### src/rtl/serial_sub_8.sv
// -----------------------------------------------------------------------------
// serial_sub_8
//   Bit-serial unsigned subtractor: computes a - b (mod 2^WIDTH) LSB-first, one
//   bit per clock, through a single full-subtractor cell and a borrow flop.
//   A start/done handshake frames each operation and the difference bits are
//   also streamed out as they are produced.
//
// Ports
//   clock    in   rising-edge clock
//   reset_n  in   asynchronous active-low reset
//   start    in   begin a subtraction (sampled in IDLE only, never queued)
//   a        in   minuend, captured on the accepting edge
//   b        in   subtrahend, captured on the accepting edge
//   busy     out  high while bits are being processed (RUN)
//   done     out  one-cycle pulse while the fresh result is first visible
//   diff     out  registered a - b mod 2^WIDTH, held until the next done
//   borrow   out  registered final borrow (a < b unsigned)
//   sbit     out  most recently produced difference bit
//   svalid   out  sbit was produced by the preceding processing edge
// -----------------------------------------------------------------------------
module serial_sub_8 #(
    parameter int WIDTH = 8
) (
    input  logic             clock,
    input  logic             reset_n,
    input  logic             start,
    input  logic [WIDTH-1:0] a,
    input  logic [WIDTH-1:0] b,
    output logic             busy,
    output logic             done,
    output logic [WIDTH-1:0] diff,
    output logic             borrow,
    output logic             sbit,
    output logic             svalid
);

    localparam int CW = $clog2(WIDTH);
    localparam logic [CW-1:0] LAST_BIT = CW'(WIDTH - 1);

    typedef enum logic [1:0] {
        IDLE = 2'd0,
        RUN  = 2'd1,
        DONE = 2'd2
    } state_t;

    state_t         state;
    state_t         state_next;

    logic [WIDTH-1:0] sa;
    logic [WIDTH-1:0] sb;
    logic [WIDTH-1:0] sd;
    logic             br;
    logic [CW-1:0]    cnt;

    logic             x;
    logic             y;
    logic             d;
    logic             br_next;

    // Full-subtractor cell on the current LSBs of the operand shifters.
    assign x       = sa[0];
    assign y       = sb[0];
    assign d       = x ^ y ^ br;
    assign br_next = (~x & y) | (~(x ^ y) & br);

    // NOTE: sequential state uses non-blocking assignments so every register
    // samples pre-edge values regardless of statement order.
    always_ff @(posedge clock or negedge reset_n) begin
        if (!reset_n) begin
            state <= IDLE;
        end else begin
            state <= state_next;
        end
    end

    // NOTE: state_next gets a default before the case so no path leaves it
    // unassigned, which would otherwise infer a latch.
    always_comb begin
        state_next = state;
        unique case (state)
            IDLE:    if (start) state_next = RUN;
            RUN:     if (cnt == LAST_BIT) state_next = DONE;
            DONE:    state_next = IDLE;
            default: state_next = IDLE;
        endcase
    end

    always_ff @(posedge clock or negedge reset_n) begin
        if (!reset_n) begin
            sa     <= '0;
            sb     <= '0;
            sd     <= '0;
            br     <= 1'b0;
            cnt    <= '0;
            diff   <= '0;
            borrow <= 1'b0;
            sbit   <= 1'b0;
            svalid <= 1'b0;
        end else begin
            // svalid only stays high across consecutive processing edges.
            svalid <= 1'b0;
            unique case (state)
                IDLE: begin
                    if (start) begin
                        sa  <= a;
                        sb  <= b;
                        br  <= 1'b0;
                        cnt <= '0;
                    end
                end
                RUN: begin
                    sa     <= {1'b0, sa[WIDTH-1:1]};
                    sb     <= {1'b0, sb[WIDTH-1:1]};
                    sd     <= {d, sd[WIDTH-1:1]};
                    br     <= br_next;
                    sbit   <= d;
                    svalid <= 1'b1;
                    cnt    <= cnt + 1'b1;
                    // Final bit: publish the completed word so it is already
                    // visible in the DONE cycle; a partial word never reaches diff.
                    if (cnt == LAST_BIT) begin
                        diff   <= {d, sd[WIDTH-1:1]};
                        borrow <= br_next;
                    end
                end
                default: ;
            endcase
        end
    end

    assign busy = (state == RUN);
    assign done = (state == DONE);

endmodule

### config.mk
export PLATFORM = sky130hd
export DESIGN_NAME = serial_sub_8
export DESIGN_NICKNAME = d
export VERILOG_FILES = /design/src/rtl/serial_sub_8.sv
export SDC_FILE = /design/constraint.sdc
export NUM_CORES = 1
export LEC_CHECK = 0
export ABC_AREA = 1
export CELL_PAD_IN_SITES_DETAIL_PLACEMENT = 1
export CELL_PAD_IN_SITES_GLOBAL_PLACEMENT = 2
export CORE_UTILIZATION = 31
export CTS_BUF_LIST = sky130_fd_sc_hd__clkbuf_16
export CTS_CLUSTER_DIAMETER = 30
export DETAILED_ROUTE_END_ITERATION = 8
export GPL_TIMING_DRIVEN = 0
export PLACE_DENSITY = 0.82
export SETUP_SLACK_MARGIN = 0.2
export SLEW_MARGIN = 10
export SYNTH_ARGS = -nofsm -noshare
export SYNTH_HDL_FRONTEND = slang
export SYNTH_SLANG_ARGS = --single-unit
### constraint.sdc
create_clock -name clock -period 1.8 [get_ports clock]
set_clock_uncertainty 0.1 [all_clocks]
set_input_delay 0.27 -clock clock [delete_from_list [all_inputs] [get_ports clock]]
set_output_delay 0.27 -clock clock [all_outputs]
set_load 0.05 [all_outputs]
Word-level counts from Yosys, hierarchy flattened
Index checks and enable logic that the tools add are counted.

Register bits: 41. Latch bits: 0. Memory bits (writable): 0. ROM bits: 0. Input bits: 19. Output and inout bits: 13. Word-level logic and storage cells: 40. Memories kept: 0.

Add/sub/neg operators: 1. Multiply operators: 0. Divide/modulo/power cells: 0. $lt $le $gt $ge: 0. Equal/unequal tests: 5. Shifts and indexed selects: 0. Muxes and demuxes: 12. Bitwise gates (word level): 7. Reduce and logical (&&, ||, !) cells: 5.

Operators with widths (count): 8-bit one-hot mux with 2 select lines (2); 8-bit 2-to-1 mux (2); 3-bit one-hot mux with 2 select lines (1); 2-bit AND reduction (3); 2-bit 2-to-1 mux (2); 2-bit one-hot mux with 2 select lines (1); 3-bit by 1-bit adder with 3-bit output, second input constant (1); 3-bit == test, second input constant (1); 3-bit 2-to-1 mux (1); 1-bit AND (2); 2-bit by 1-bit == test with 1-bit output, second input constant (1); 2-bit == test, second input constant (1); 2-bit zero test (1); 1-bit 2-to-1 mux (2); 2-bit by 1-bit != test with 1-bit output, second input constant (1); 2-bit != test, second input constant (1); 1-bit inverter (2); 1-bit one-hot mux with 2 select lines (1); 2-bit nonzero test (1); 1-bit bitwise XOR (2); 1-bit OR (1).

Logic depth before layout (Yosys ltp)
Word-level depth: 5. Gate-level depth with buffers: 7. Depth with buffers taken out: 6.

Worst setup path after synthesis
Ideal clock, no wire load.

Path type: reg2out. From: reg state[0]. To: out done. Data arrival time: 1.365 ns. Data required time: 1.430 ns. Path slack: 0.065 ns. Stages on the path, launching flop included: 4. Path buffers: 2. Cell sequence: dfrtp_1 -> buf_6 -> clkbuf_1 -> nor2_1.

Longest elaborated chain between the ends: 1.

RTL lines: start: declaration (RTL line 46) `state_t state;`; start signal: assignment (RTL line 72) `state <= state_next;`; 2-bit == test (RTL line 132) `assign done = (state == DONE);`; end: declaration (RTL line 30) `output logic done,`.

Every way passes these cells.

Final worst setup path
Same ends and word-level chain as after synthesis.

==> impl_metrics.py <==
metrics = {
    "clock_network": {
        "clk_latency_ns": 0.28,
        "cts_sinks": 39,
        "clk_pin_slew_ns": 0.06,
        "htree_num_levels": 2,
        "cts_max_path_buffers": 2,
        "cts_buffers": 5,
        "cts_tree": "built",
        "cts-root-buf": "clkbuf_16",
    },
    "worst_setup_path": {
        "r2r-start": "state[0]$_DFFE_PN0P_",
        "slowest_delay_ns": 0.38,
        "cp_num_buf_inv": 3,
        "crit_start": "state[0]$_DFFE_PN0P_",
        "crit_family": "buffers and inverters",
        "slowest_stage": "dfrtp_1",
        "worstSetupEndpointType": "primary output",
        "path_max_fanout": 10,
        "critPathKind": "flop to primary output",
        "crit_chain": "buf_6 > buf_6 > nor2_4 > buf_6",
        "cp_common_cell": "buf_6",
        "startpoint_type": "flop",
        "required_ns": 1.43,
        "crit_arrival_ns": 1.19,
    },
    "die": {
        "die-width_um": 78.82,
        "ios": 32,
        "rows": 27,
        "fp.coreArea_sq_mm": 0.005608,
        "start_util_pct": 32.62,
        "die_h_um": 78.82,
        "fp.dieArea_sq_mm": 0.006212,
    },
    "detailed_routing": {
        "ant_nets": 0,
        "routed_wl_um": 4475,
        "drt_iter0_drc": 73,
        "viasPerCell": 4.482,
        "met2_length_um": 2172,
        "wl_per_cell_um": 13.24,
        "vias": 1515,
        "wl_met3_um": 132,
        "met1_length_um": 2128,
        "highest-signal-layer": "met4",
        "drt_first_pass_iters": 4,
        "drc": 0,
    },
    "global_routing": {
        "grt_max_degree": 31,
        "track_usage_pct": 15.98,
        "antenna_found_initial": 0,
        "grt_pass1_wl_um": 7527,
        "globalRouteOverflowTotal": 0,
        "grt_pass1_vias": 1540,
    },
    "sta": {
        "post-route-period-util_pct": 86.88,
        "fmax_ghz": 0.6395,
        "maxSlewViolCount": 0,
        "rsz0062_at_grt": "yes",
        "tightest_slew_ns": 0.4949,
        "timing.hold.ws_ns": 0.3085,
        "setup_viol": 0,
        "slew_headroom_pct": 67.14,
        "hold_viol_final": 0,
        "period_needed_ns": 1.564,
    },
    "pwr": {
        "p_per_area_mw_per_mm2": 1929,
        "power_mw": 4.821,
        "ir_worst_vdd_uv": 726.4,
        "p_leak_nw": 1.333,
    },
    "place": {
        "numPortBuffers": 31,
        "gp_congestion": 0.6765,
        "dp_hpwl_um": 2894,
        "place_area_sq_mm": 0.002247,
    },
    "yosys": {
        "synth-async-reset-ratio_pct": 100.0,
        "yosysMostFrequentCell": "nand2_1",
        "synth_top_area_share_pct": 53.35,
        "synth_cell_types": 20,
        "synth-edff-count": 0,
        "ys_seq_area_share_pct": 53.35,
        "ys_seq_elements": 39,
        "ys.flop_type": "dfrtp_1",
        "avgSynthCellArea_sq_um": 8.391,
        "synth_top_area_cell": "dfrtp_1",
        "yosysWarnings": 0,
        "netlist_area_sq_mm": 0.001829,
        "yosys-top-cells-area": "dfrtp_1 (53%), nand2_1 (15%), nand3_1 (7.9%)",
        "synth_commonest_cells": "nand2_1 (73), dfrtp_1 (39), inv_1 (37)",
        "synth_cells": 218,
        "synth_nets": 240,
    },
    "finish": {
        "finalNetCount": 287,
        "utilization_pct": 44.58,
        "fin_area_sq_mm": 0.002500,
        "fillers": 705,
        "syn_to_final_growth_pct": 36.66,
        "drive_above_1_share_pct": 16.17,
        "antennaDiodeCount": 0,
    },
    "hold_path": {
        "hold_class": "input port to asynchronous set/reset pin",
    },
    "flow_run": {
        "max_cap_violations": 0,
    },
    "outcome": {
        "run_status": "completed",
    },
}
## worst register-to-register path: stages, from the launching register on
cell,delay [ns]
dfrtp_1,0.38
buf_6,0.14
buf_4,0.14
nand2_4,0.12
buf_2,0.26
nand2_1,0.11
nand3_1,0.09
nand2_1,0.04
## state kept, by name, summed over array words and instances, names as in the netlist
name / count
borrow: 1
br: 1
cnt: 3
diff: 8
sa: 8
sb: 8
sbit: 1
sd: 6
state: 2
svalid: 1
## cell type report
class	count	area [sq um]	share of cell area [%]
Buffer	8	67.56	2.703
Inverter	40	157.7	6.306
Tap cell	72	90.09	3.604
Timing Repair Buffer	40	389.1	15.57
Sequential cell	39	977.2	39.09
Clock inverter	3	38.79	1.552
Multi-Input combinational cell	131	654.4	26.18
Clock buffer	5	125.1	5.005
## layout by cell type, fill, tap and decap left out, drive strengths merged
master / count
nand2: 77
dfrtp: 39
inv: 39
nand3: 29
buf: 19
o21ai: 18
clkdlybuf4s50: 17
dlygate4sd2: 11
clkbuf: 5
nor2: 3
clkinv: 3
ha: 2
a21oi: 1
fa: 1
bufinv: 1
dlygate4sd3: 1
## logic make-up after synthesis
| kind of cell | share of synthesized area [%] |
|---|---|
| adders and majority gates | 2.462 |
| buffers and inverters | 11.29 |
| DFF | 53.35 |
| and+or+nand+nor | 25.85 |
| AOI/OAI and AO/OA | 7.045 |
## repair_timing
action                     4_1_cts  5_1_grt
cloned                           0        0
hold endpoints to repair         9        0
pin swaps                        1        0
buffers inserted                 2        5
gates resized for setup         24       14
setup endpoints to repair       13        2
hold buffers                     1        0
## routing by layer
metal	global-route usage, %	vias up
li1	-	755
met1	21.26	735
met2	25.74	21
met3	3.793	4
met4	4.909	0
met5	0	-
## per-stage QoR
step           setup TNS (ns)  worst slack [ns]  std cells
2_1_floorplan               0            0.2785        218
3_3_place_gp           -25.29           -0.6380        321
3_5_place_dp          -0.5182           -0.2800        322
4_1_cts                     0          0.001211        333
5_1_grt                     0            0.1930        338
6_report                    0            0.2362        338
## where the power goes
part           internal (mW)  switching [mW]  total [mW]  leakage (nW)
sequential              1.30           0.227        1.53         0.479
combinational          0.811            1.49        2.30         0.773
clock                  0.646           0.342       0.988        0.0812
## final timing paths
| kind | cells past startpoint | end | slack (ns) |
|---|---|---|---|
| hold reg to reg | 2 | diff[7]$_DFFE_PN0P_ | 0.37 |
| min in group clock | 2 | diff[7]$_DFFE_PN0P_ | 0.37 |
| max in group asynchronous | 3 | state[1]$_DFFE_PN0P_ | 0.84 |
| hold / removal | 2 | diff[3]$_DFFE_PN0P_ | 0.31 |
| setup / recovery | 4 | done | 0.24 |
| setup reg to reg | 7 | sa[0]$_DFFE_PN0P_ | 0.32 |
Power figures use the tool's default switching activity.
